==> config.mk <==
export PLATFORM = sky130hd
export DESIGN_NAME = stack_drop_ctrl
export DESIGN_NICKNAME = d
export VERILOG_FILES = /design/src/rtl/stack_drop_ctrl.sv
export SDC_FILE = /design/constraint.sdc
export NUM_CORES = 1
export LEC_CHECK = 0
export ABC_AREA = 1
export CAP_MARGIN = 15
export CORE_UTILIZATION = 55
export DETAILED_ROUTE_END_ITERATION = 10
export GPL_TIMING_DRIVEN = 1
export HOLD_SLACK_MARGIN = 0.1
export PLACE_DENSITY = 0.8
export REMOVE_ABC_BUFFERS = 1
export SKIP_CTS_REPAIR_TIMING = 1
export SYNTH_ARGS = -nofsm -noshare
export SYNTH_HDL_FRONTEND = slang
export SYNTH_SLANG_ARGS = --single-unit
==> constraint.sdc <==
create_clock -name clk -period 3.9 [get_ports clk]
set_input_delay 1.17 -clock clk [delete_from_list [all_inputs] [get_ports clk]]
set_output_delay 1.17 -clock clk [all_outputs]
set_load 0.005 [all_outputs]
==> src/rtl/stack_drop_ctrl.sv <==
// Single-cell falling-block stacking game on a COLS x ROWS well.
// Turns pad edges and frame ticks into piece motion, column heights and a score.
module stack_drop_ctrl #(
  parameter int COLS        = 10,
  parameter int ROWS        = 15,
  parameter int SPAWN_COL   = 4,
  parameter int GRAV_FRAMES = 30
) (
  input  logic                clk,
  input  logic                rst,
  input  logic                frame_tick,
  input  logic                new_piece,
  input  logic [1:0]          controls,
  output logic [3:0]          piece_x,
  output logic [3:0]          piece_y,
  output logic                piece_active,
  output logic [COLS*4-1:0]   heights,
  output logic [7:0]          score,
  output logic                landed,
  output logic                game_over
);

  localparam logic [2:0] S_IDLE  = 3'd0;
  localparam logic [2:0] S_SPAWN = 3'd1;
  localparam logic [2:0] S_FALL  = 3'd2;
  localparam logic [2:0] S_LAND  = 3'd3;
  localparam logic [2:0] S_OVER  = 3'd4;

  localparam int            CW        = (GRAV_FRAMES > 1) ? $clog2(GRAV_FRAMES) : 1;
  localparam logic [CW-1:0] GRAV_LAST = CW'(GRAV_FRAMES - 1);
  localparam logic [4:0]    ROWS5     = 5'(ROWS);
  localparam logic [3:0]    SPAWN4    = 4'(SPAWN_COL);
  localparam logic [3:0]    LAST_COL  = 4'(COLS - 1);

  logic [2:0]    state_reg;
  logic [3:0]    x_reg, y_reg;
  logic [3:0]    hgt_reg [COLS];
  logic [7:0]    score_reg;
  logic          active_reg, landed_reg, over_reg, pend_reg;
  logic [CW-1:0] cnt_reg;
  logic [1:0]    ctrl_q_reg;
  logic          np_q_reg;

  logic       left_edge, right_edge, np_edge, left_only, right_only;
  logic [3:0] h_cur, h_left, h_right, h_spawn, x_next;
  logic       due, step_req, move_ok, down_free;

  // Row r of a column with stack height h is free while r lies above the stack.
  function automatic logic cell_free(input logic [3:0] h, input logic [3:0] r);
    return {1'b0, r} < (ROWS5 - {1'b0, h});
  endfunction

  assign left_edge  = controls[1] & ~ctrl_q_reg[1];
  assign right_edge = controls[0] & ~ctrl_q_reg[0];
  assign np_edge    = new_piece & ~np_q_reg;
  assign left_only  = left_edge & ~right_edge;
  assign right_only = right_edge & ~left_edge;

  always_comb begin
    h_cur   = '0;
    h_left  = '0;
    h_right = '0;
    for (int c = 0; c < COLS; c++) begin
      if (x_reg == 4'(c))            h_cur   = hgt_reg[c];
      if (x_reg == 4'(c + 1))        h_left  = hgt_reg[c];
      if (x_reg + 4'd1 == 4'(c))     h_right = hgt_reg[c];
    end
  end

  assign h_spawn   = hgt_reg[SPAWN_COL];
  assign due       = frame_tick && (cnt_reg == GRAV_LAST);
  assign step_req  = due || pend_reg;
  assign move_ok   = (left_only  && (x_reg != 4'd0)    && cell_free(h_left,  y_reg)) ||
                     (right_only && (x_reg <  LAST_COL) && cell_free(h_right, y_reg));
  assign x_next    = left_only ? x_reg - 4'd1 : x_reg + 4'd1;
  // The bottom row is covered too: y+1 == ROWS is never "free" for an empty column.
  assign down_free = cell_free(h_cur, y_reg + 4'd1);

  always_ff @(posedge clk) begin
    if (!rst) begin
      state_reg  <= S_IDLE;
      x_reg      <= SPAWN4;
      y_reg      <= '0;
      score_reg  <= '0;
      active_reg <= 1'b0;
      landed_reg <= 1'b0;
      over_reg   <= 1'b0;
      pend_reg   <= 1'b0;
      cnt_reg    <= '0;
      ctrl_q_reg <= '0;
      np_q_reg   <= 1'b0;
    end else begin
      ctrl_q_reg <= controls;
      np_q_reg   <= new_piece;
      landed_reg <= 1'b0;
      case (state_reg)
        S_IDLE: if (np_edge) state_reg <= S_SPAWN;
        S_SPAWN: begin
          x_reg    <= SPAWN4;
          y_reg    <= '0;
          cnt_reg  <= '0;
          pend_reg <= 1'b0;
          if ({1'b0, h_spawn} == ROWS5) begin
            state_reg <= S_OVER;
            over_reg  <= 1'b1;
          end else begin
            state_reg  <= S_FALL;
            active_reg <= 1'b1;
          end
        end
        S_FALL: begin
          if (frame_tick) cnt_reg <= due ? '0 : cnt_reg + CW'(1);
          if (move_ok) x_reg <= x_next;
          // A move wins the cycle; the step waits one cycle and then uses the new column.
          if (step_req && move_ok) begin
            pend_reg <= 1'b1;
          end else if (step_req) begin
            pend_reg <= 1'b0;
            if (down_free) begin
              y_reg <= y_reg + 4'd1;
            end else begin
              state_reg  <= S_LAND;
              active_reg <= 1'b0;
              landed_reg <= 1'b1;
            end
          end
        end
        S_LAND: begin
          if (score_reg != 8'hFF) score_reg <= score_reg + 8'd1;
          state_reg <= S_IDLE;
        end
        S_OVER: state_reg <= S_OVER;
        default: state_reg <= S_IDLE;
      endcase
    end
  end

  for (genvar gi = 0; gi < COLS; gi++) begin : g_col
    always_ff @(posedge clk) begin
      if (!rst) begin
        hgt_reg[gi] <= '0;
      end else if (state_reg == S_LAND && x_reg == 4'(gi)) begin
        hgt_reg[gi] <= hgt_reg[gi] + 4'd1;
      end
    end
    assign heights[4*gi +: 4] = hgt_reg[gi];
  end

  assign piece_x      = x_reg;
  assign piece_y      = y_reg;
  assign piece_active = active_reg;
  assign score        = score_reg;
  assign landed       = landed_reg;
  assign game_over    = over_reg;

endmodule

==> flow_summary_export.csv, run 1 <==
group,metric,value,unit
power_and_ir_drop,power.internal,1.615,mW
clock_network,number_of_buffers_between_clock_root_and_the_deepest_sink,2,
global_route,use_met2,0.4691,
clock_network,clkLatencyLatePin,0.36,ns
finish,layout_commonest_cell,"nand2_1",
routing,routed_wl,13020,microns
place,dpl-instance-area,0.005774,sq mm
floorplan,die_h,97.26,microns
power_and_ir_drop,share_seq_of_total_power,0.356,
status,status,"completed",
global_route,first_global_vias,4632,
setup_path,cpMostUsedCell,"nand2_1",
routing,drc,0,
setup_path,worstSetupPathType,"flop to flop",
sta,min_period,3.510,ns
global_route,global_route_layer_with_the_greatest_usage,"met2",
synth,postSynthCellCount,683,
sta,finalCritPeriodShare,0.9001,
sta,max-slew-margin-rel,0.5418,
synth,largest_cells_by_area_after_synthesis,"edfxtp_1, dfxtp_1, nand2_1, inv_1, ha_1",
floorplan,initial_utilization,0.5695,
global_route,gr-usage-met3,0.04676,
floorplan,rows,34,
sta,finalClockSkew,0.008009,ns
setup_path,worstSetupEndpoint,"piece_y[2]",
synth,synth.avg_cell_area,7.308,sq um
setup_path,r2r_end,"piece_y[2]",
clock_network,tritoncts.num_buffers,9,
synth,cell_type_with_the_largest_total_area_after_synthesis,"edfxtp_1",
place,hpwlAfterDp,9773,microns
floorplan,die-area,0.009460,sq mm
sta,grt_setup_unrepaired,"false",
routing,post_dr_wirelength_cell,14.94,microns
clock_network,cts.sinks,71,
routing,postRouteAntennaNets,0,
place,port_buffers,64,
finish,design_area,0.006045,sq mm
clock_network,cts_tree,"built",
setup_path,critical_path.startpoint,"piece_x[0]",
power_and_ir_drop,p_clk_frac,0.226,
synth,ys_seq_elements,71,
global_route,largest_net_degree_at_the_start_of_global_routing,38,
sta,setup_total_negative_slack,0,ns
setup_path,crit-reg2reg-launch,"piece_x[0]",
global_route,initial_antenna_violation_count,0,
power_and_ir_drop,pwr-share-comb,0.418,
global_route,met1_usage,0.3781,
finish,fin_nets,794,
setup_path,max_stage_delay,0.39,ns
synth,post_synth_num_cell_types,41,
routing,via_count,4923,
power_and_ir_drop,power_leakage,2.564,nW
hold_path,hold_path.class,"flop to flop",
synth,yosys_warnings,0,
global_route,overflow,0,
power_and_ir_drop,worst_ir_drop_vdd,281.0,uV
finish,antenna_cells,0,
finish,final_layout_size_suffix_gt1_frac,0.07995,
setup_path,rrSetupSlack,0.39,ns
job,maxCapViolCount,0,
floorplan,pin_count,65,
setup_path,setup.worst_path.end_class,"flop",
sta,achievable-frequency,0.2849,GHz
sta,finalSetupViolCount,0,
floorplan,core_area,0.008763,sq mm
place,final_weighted_congestion_of_routability_driven_global_placement,0.9263,
setup_path,path_max_fanout,6,
sta,finalHoldViolations,0,
global_route,grt_pass1_wl,21870,microns
setup_path,startpoint_type,"flop",
finish,layout_common_cells,"nand2_1, inv_1, nor2_1, clkdlybuf4s50_1, o21ai_0",
power_and_ir_drop,netSwitchingPower,1.064,mW
clock_network,cts-root-buf,"clkbuf_8",
clock_network,htreeDepth,3,
routing,first_iter_violations,414,
setup_path,critical_path_buf_inv_count,3,
setup_path,critPathTopFamily,"simple AND/OR/NAND/NOR gates",
finish,area_overhead_of_the_layout_relative_to_synthesis,21.11,%
setup_path,critPathArrivalTime,3.74,ns
synth,syn_area,0.004991,sq mm
clock_network,worst_setup_hold_path_clk_slew,0.08,ns
routing,vias_per_cell,5.652,
sta,worst_slew_pin_slew,0.6801,ns
setup_path,cp_required,4.13,ns
sta,timing_max_transition_violations_final,0,
hold_path,timing.hold.worst.start,"game_over",
synth,synth_seq_area_share,0.3650,
power_and_ir_drop,switching_share,0.3971,
power_and_ir_drop,p_per_area,443.1,mW/mm^2
setup_path,crit_path_top_delay_cell,"dfxtp_2",
routing,drt_pass1_iterations,7,
global_route,global_route.usage.total,0.2835,
setup_path,r2r.worst_path.cells,25,
setup_path,critical_path_cell_count,25,
finish,largest_reg_flops,40,
floorplan,die-width,97.26,microns
synth,synth_top_area_share,0.2407,
## cell usage after synthesis
| library cell | count |
|---|---|
| or2_2 | 1 |
| nand3_2 | 2 |
| buf_6 | 1 |
| o21ai_0 | 56 |
| nand4_1 | 10 |
| inv_2 | 2 |
| nand2_1 | 126 |
| xnor2_1 | 10 |
| and3_1 | 1 |
| nand3_4 | 1 |
| nor2_1 | 89 |
| a211oi_1 | 2 |
| xor2_1 | 14 |
| buf_4 | 2 |
| edfxtp_1 | 40 |
| nor3_1 | 10 |
| clkbuf_1 | 8 |
| nand2_2 | 6 |
| dfxtp_1 | 31 |
| a21oi_4 | 1 |
| a221oi_1 | 1 |
| a21oi_2 | 1 |
| buf_1 | 1 |
| o22ai_1 | 9 |
| ha_1 | 30 |
| nor4_1 | 4 |
| o2111ai_1 | 2 |
| nor2_2 | 2 |
| o211ai_1 | 14 |
| xnor2_4 | 1 |
| a31oi_1 | 2 |
| a2111oi_0 | 1 |
| nand2_4 | 2 |
| nand3_1 | 51 |
| inv_1 | 107 |
| a21oi_1 | 31 |
| o21ai_1 | 2 |
| o221ai_1 | 4 |
| nand4_2 | 1 |
| buf_2 | 3 |
| a22oi_1 | 1 |
## tightest hold or removal path: cells and delay by family (launching register included)
family / cells / cell delay [ns]
AO/OA/AOI/OAI: 1 / 0.05
flip-flops: 1 / 0.31
buffers and inverters: 1 / 0.05
## metrics by stage
stage                 util  setup slack, ns  power (mW)  hold slack (ns)  std cells
floorplan                -           0.5821       1.665           0.4466        668
global placement    0.6589           0.3172       1.990           0.4372        851
detailed placement  0.6589           0.2179       2.028           0.4507        851
CTS                 0.6819           0.1986       2.630           0.4590        867
global route        0.6897          0.05274       2.875           0.4879        871
finish              0.6897           0.3898       2.678           0.4574        871
## power by group through the flow
stage          registers [mW]  logic [mW]  clock network [mW]
3_5_place_dp            0.964        1.06                   0
2_1_floorplan           0.946       0.720                   0
6_report                0.955        1.12               0.605
3_3_place_gp            0.960        1.03                   0
5_1_grt                 0.967        1.27               0.640
4_1_cts                 0.947        1.07               0.614
## per-layer routing
metal / wire length [microns] / vias to the layer above / part of all wire
met1: 5832 / 2275 / 0.45
met4: 263 / 0 / 0.020
met5: 0 / - / 0
met3: 847 / 30 / 0.065
li1: - / 2426 / -
met2: 6074 / 192 / 0.47
## cell families (layout without fill, tap and decap cells)
| kind of cell | Yosys count | in the layout | share of synthesized area |
|---|---|---|---|
| xor gates and xnor gates | 25 | 26 | 0.04763 |
| buffers and inverters | 124 | 203 | 0.09702 |
| AOI/OAI and AO/OA | 127 | 127 | 0.1477 |
| DFF | 71 | 71 | 0.3650 |
| adders and majority gates | 30 | 30 | 0.07521 |
| and+or+nand+nor | 306 | 306 | 0.2675 |
## cell type report
type / count / area [sq um]
sequential: 71 / 1829
inverter: 109 / 409.1
fill: 735 / 2719
tap: 108 / 135.1
multi-input combinational: 489 / 2724
clock buffer: 12 / 176.4
clock inverter: 4 / 25.02
timing repair buffer: 78 / 745.7
## worst min path at each step
stage | cells past startpoint | endpoint
after floorplan | 2 | game_over
after global placement | 2 | game_over
after CTS | 2 | game_over
after global routing | 2 | game_over
after detailed placement | 2 | game_over
final | 2 | game_over
Note: power is estimated with default switching activity, not from simulation.
==> run 2: changes to the inputs <==
- CORE_UTILIZATION: 55 -> 35
- PLACE_DENSITY: 0.8 -> unset
==> run 2 against run 1 <==
  * Worst setup slack worse by 0.045 ns
  * Sequential power is 1% lower
  * Clock skew is 0.0016 ns lower
  * Global-route usage is 8.6 points lower
  * Clock power is 51% higher
  * Total power is 11% higher
  * Die area is 56% higher
  * Critical path type unchanged
==> flow_summary_export.csv, run 2 (same netlist as run 1, synthesis figures left out) <==
group,metric,value,unit
status,status,"completed",
hold_path,hold_path.class,"flop to flop",
finish,largest_reg_flops,40,
routing,drc,0,
power_and_ir_drop,worst_ir_drop_vdd,258.1,uV
clock_network,htreeDepth,3,
setup_path,cp_required,4.17,ns
global_route,first_global_vias,4703,
floorplan,rows,43,
setup_path,cp_cell_sequence,"buf_4 > xnor2_4 > buf_4 > buf_4 > a21oi_4 > nand2_2 > nand4_1 > o211ai_1 > o211ai_1 > o21ai_1 > a31oi_1 > ha_1 > a21oi_1 > nand2_1 > a2111oi_2 > nand2_1 > nand2_2 > nand2_4 > inv_1 > o21ai_0 > a21oi_1",
finish,area_overhead_of_the_layout_relative_to_synthesis,26.55,%
floorplan,die_h,121.4,microns
sta,setup_total_negative_slack,0,ns
routing,first_iter_violations,270,
routing,post_dr_wirelength_cell,14.48,microns
setup_path,rrSetupSlack,0.34,ns
sta,worst_slew_pin_slew,0.5889,ns
setup_path,startpoint_type,"flop",
clock_network,cts_tree,"built",
place,hpwlAfterDp,10410,microns
global_route,initial_antenna_violation_count,0,
finish,num-fill-cells,1431,
power_and_ir_drop,p_per_area,472.5,mW/mm^2
global_route,global_route.usage.total,0.1978,
setup_path,max_stage_delay,0.43,ns
job,maxCapViolCount,0,
floorplan,pin_count,65,
sta,grt_setup_unrepaired,"false",
global_route,overflow,0,
setup_path,crit-reg2reg-launch,"piece_x[2]",
setup_path,r2r.worst_path.cells,21,
finish,layout_common_cells,"nand2_1, inv_1, nor2_1, clkdlybuf4s50_1, o21ai_0",
finish,layout_commonest_cell,"nand2_1",
routing,via_count,4836,
sta,finalClockSkew,0.006380,ns
floorplan,die-width,121.4,microns
sta,min_period,3.555,ns
clock_network,cts.sinks,71,
setup_path,critical_path.startpoint,"piece_x[2]",
finish,final_layout_size_suffix_gt1_frac,0.08605,
clock_network,tritoncts.num_buffers,9,
setup_path,path_max_fanout,7,
setup_path,worstSetupPathType,"flop to flop",
floorplan,die-area,0.01474,sq mm
sta,timing_max_transition_violations_final,0,
place,port_buffers,64,
power_and_ir_drop,power_leakage,2.636,nW
clock_network,cts-root-buf,"clkbuf_16",
floorplan,core_area,0.01388,sq mm
floorplan,initial_utilization,0.3596,
setup_path,critical_path_buf_inv_count,4,
sta,finalCritPeriodShare,0.9115,
setup_path,critPathTopFamily,"compound AO/OA/AOI/OAI gates",
setup_path,critPathArrivalTime,3.83,ns
routing,routed_wl,13710,microns
clock_network,number_of_buffers_between_clock_root_and_the_deepest_sink,2,
sta,finalHoldViolations,0,
setup_path,cpMostUsedCell,"buf_4",
global_route,grt_pass1_wl,22710,microns
setup_path,critical_path_cell_count,21,
setup_path,worstSetupEndpoint,"piece_x[0]",
finish,antenna_cells,0,
setup_path,r2r_end,"piece_x[0]",
clock_network,worst_setup_hold_path_clk_slew,0.06,ns
routing,drt_pass1_iterations,5,
clock_network,clkLatencyLatePin,0.35,ns
place,final_weighted_congestion_of_routability_driven_global_placement,0.8888,
global_route,largest_net_degree_at_the_start_of_global_routing,38,
power_and_ir_drop,total_power,2.984,mW
setup_path,setup.worst_path.end_class,"flop",
setup_path,crit_path_top_delay_cell,"dfxtp_1",
sta,finalSetupViolCount,0,
sta,max-slew-margin-rel,0.6032,
finish,fin_nets,798,
sta,achievable-frequency,0.2813,GHz
routing,postRouteAntennaNets,0,
routing,vias_per_cell,5.107,
[run 2: cell types whose count changed in the layout (fill, tap and decap cells not counted), moves of 2 or more]
cell / change
buf_4: +5
ha_4: +2
clkbuf_8: -10
clkbuf_16: +10
ha_1: -2
[run 2: how the worst min path moves through the flow]
stage	from	to	slack [ns]	cells past startpoint
3_3_place_gp	game_over	game_over	0.44	2
6_report	game_over	game_over	0.46	2
5_1_grt	game_over	game_over	0.50	2
3_5_place_dp	game_over	game_over	0.45	2
2_1_floorplan	game_over	game_over	0.45	2
4_1_cts	game_over	game_over	0.46	2
[run 2: layout make-up]
class / count / area [sq um] / share of cell area
well taps: 180 / 225.2 / 0.03566
repair buffers: 83 / 783.3 / 0.1240
flip-flops and latches: 71 / 1828 / 0.2894
clock inverters: 4 / 47.55 / 0.007528
multi-input cells: 488 / 2734 / 0.4328
clock buffers: 12 / 289.0 / 0.04576
inverters: 109 / 409.1 / 0.06478
[run 2: stage by stage]
stage	utilization	std cells	cell area [sq um]	hold slack [ns]	setup WS [ns]
after CTS	0.4484	942	6223	0.4647	0.1677
after global placement	0.4241	926	5887	0.4408	0.2553
after global routing	0.4550	947	6316	0.4986	0.0005489
final	0.4550	947	6316	0.4590	0.3450
after detailed placement	0.4241	926	5887	0.4537	0.1953
after floorplan	-	668	4916	0.4466	0.5821
[run 2: power breakdown]
group,total [mW],internal [mW],leakage [nW],switching [mW]
clock network,0.912,0.588,0.166,0.324
registers,0.944,0.855,0.667,0.0895
logic,1.13,0.454,1.80,0.674
[run 2: tightest hold or removal path: cells and delay by family (launching register included)]
family / cells / cell delay (ns)
flops: 1 / 0.31
compound gates: 1 / 0.06
buf+inv: 1 / 0.05
[run 2: metal layers]
metal / track usage / up-vias / part of all wire
met2: 0.3146 / 120 / 0.46
met4: 0.07870 / 0 / 0.017
met5: 0 / - / 0
met3: 0.03383 / 16 / 0.047
met1: 0.2650 / 2267 / 0.48
li1: - / 2433 / -
==> run 3: changes to the inputs <==
- CORE_MARGIN: unset -> 4
- SETUP_SLACK_MARGIN: unset -> 0.3
==> run 3 against run 2 <==
  * First-iteration DRC count increased by 15%
  * Sequential share of layout area decreased by 0.13 points
  * Non-clock buffer count rose by 8
  * Maximum frequency rose by 2.2%
  * Flip-flop and latch count stayed put
  * Critical path depth did not move
  * Worst hold slack gained 0.0085 ns
  * Clock power is 16% lower
  * Largest cell class unchanged
  * Highest routed layer unchanged
==> flow_summary_export.csv, run 3 (same netlist as run 1, synthesis figures left out) <==
group,metric,value,unit
place,port_buffers,64,
finish,layout_commonest_cell,"nand2_1",
setup_path,rrSetupSlack,0.42,ns
hold_path,whs_path_depth,2,
global_route,grt_pass1_wl,23090,microns
sta,grt_setup_unrepaired,"true",
clock_network,cts_tree,"built",
setup_path,cp_cell_sequence,"ha_4 > xnor2_4 > buf_4 > nand3_2 > o211ai_1 > o211ai_1 > nand4_1 > o211ai_1 > o211ai_1 > o21ai_1 > a31oi_1 > ha_1 > a21oi_1 > nand2_1 > a2111oi_2 > nand2_1 > nand2_2 > nand2_4 > nand2_4 > nand3_2 > a21oi_2",
sta,timing_max_transition_violations_final,0,
sta,achievable-frequency,0.2875,GHz
setup_path,setup.worst_path.end_class,"flop",
setup_path,critical_path_buf_inv_count,1,
routing,vias_per_cell,5.203,
setup_path,startpoint_type,"flop",
job,maxCapViolCount,0,
routing,via_count,4974,
setup_path,r2r.worst_path.cells,21,
floorplan,die-area,0.01623,sq mm
finish,area_overhead_of_the_layout_relative_to_synthesis,27.58,%
place,hpwlAfterDp,10860,microns
setup_path,critPathTopFamily,"compound AO/OA/AOI/OAI gates",
hold_path,timing.hold.worst.start,"game_over",
sta,finalCritPeriodShare,0.8919,
power_and_ir_drop,worst_ir_drop_vdd,240.3,uV
clock_network,clkLatencyLatePin,0.34,ns
finish,final_layout_size_suffix_gt1_frac,0.1005,
setup_path,path_max_fanout,7,
routing,post_dr_wirelength_cell,14.78,microns
setup_path,critPathArrivalTime,3.74,ns
hold_path,holdPathEnd,"game_over",
setup_path,r2r_end,"piece_x[1]",
setup_path,cp_required,4.16,ns
clock_network,cts.sinks,71,
setup_path,critical_path_cell_count,21,
sta,worst_slew_pin_slew,0.8042,ns
floorplan,die_h,127.4,microns
finish,fin_nets,807,
routing,first_iter_violations,311,
power_and_ir_drop,power_leakage,2.656,nW
sta,min_period,3.478,ns
routing,drt_pass1_iterations,5,
routing,routed_wl,14130,microns
global_route,first_global_vias,4661,
floorplan,initial_utilization,0.3582,
routing,drc,0,
global_route,initial_antenna_violation_count,0,
setup_path,max_stage_delay,0.38,ns
global_route,largest_net_degree_at_the_start_of_global_routing,18,
hold_path,hold_path.class,"flop to flop",
clock_network,number_of_buffers_between_clock_root_and_the_deepest_sink,2,
floorplan,core_area,0.01393,sq mm
routing,postRouteAntennaNets,0,
place,final_weighted_congestion_of_routability_driven_global_placement,0.9276,
clock_network,cts-root-buf,"clkbuf_16",
global_route,global_route.usage.total,0.1759,
clock_network,worst_setup_hold_path_clk_slew,0.06,ns
finish,largest_reg_flops,40,
setup_path,crit_path_top_delay_cell,"dfxtp_4",
sta,max-slew-margin-rel,0.4622,
floorplan,rows,43,
clock_network,htreeDepth,3,
finish,layout_common_cells,"nand2_1, inv_1, nor2_1, clkdlybuf4s50_1, o21ai_0",
status,status,"completed",
global_route,overflow,0,
setup_path,worstSetupPathType,"flop to flop",
finish,final_util,0.4569,
sta,finalHoldViolations,0,
sta,finalSetupViolCount,0,
setup_path,crit-reg2reg-launch,"piece_x[1]",
sta,finalClockSkew,0.008090,ns
floorplan,die-width,127.4,microns
sta,setup_total_negative_slack,0,ns
floorplan,pin_count,65,
power_and_ir_drop,p_per_area,453.3,mW/mm^2
setup_path,cpMostUsedCell,"o211ai_1",
finish,antenna_cells,0,
clock_network,tritoncts.num_buffers,9,
## run 3: where the power goes
part / switching, mW / internal (mW)
Combinational: 0.683 / 0.476
Sequential: 0.103 / 0.857
Clock: 0.304 / 0.463
Total: 1.09 / 1.80
## run 3: worst max path at each step
stage                           from          to  slack [ns]
after CTS                 piece_x[1]  piece_x[0]        0.02
after global routing      piece_x[1]  piece_y[1]        0.04
final                     piece_x[1]  piece_x[1]        0.42
after global placement    piece_x[1]  piece_y[3]        0.16
after floorplan           piece_x[0]  piece_y[1]        0.58
after detailed placement  piece_x[0]  piece_x[0]        0.05
## run 3: layout make-up
class                      instances  area [sq um]
inverter                         109         409.1
clock buffer                      13         260.3
fill                            1383          7567
sequential                        71          1834
multi-input combinational        489          2779
timing repair buffer              91         843.3
clock inverter                     3         16.27
tap                              180         225.2
## run 3: stage by stage
step | instances | instance area, sq um | hold WS (ns) | total power [mW] | setup WS [ns]
final | 956 | 6367 | 0.4675 | 2.886 | 0.4217
after global routing | 956 | 6367 | 0.5073 | 3.110 | 0.03788
after CTS | 946 | 6193 | 0.4679 | 2.824 | 0.02066
after detailed placement | 930 | 5917 | 0.4502 | 2.045 | 0.04850
after global placement | 930 | 5917 | 0.4455 | 2.026 | 0.1588
after floorplan | 668 | 4916 | 0.4466 | 1.665 | 0.5821
## run 3: worst min-delay path: stages (launching register included)
cell and delay [ns]:
dfxtp_1 0.31, inv_1 0.05, a21oi_1 0.06
## run 3: layer usage
layer | up-vias | GRT usage | wire length, microns
met5 | - | 0 | 0
met2 | 190 | 0.2766 | 6366
met1 | 2308 | 0.2360 | 6592
li1 | 2449 | - | -
met4 | 0 | 0.07003 | 315
met3 | 27 | 0.03721 | 854
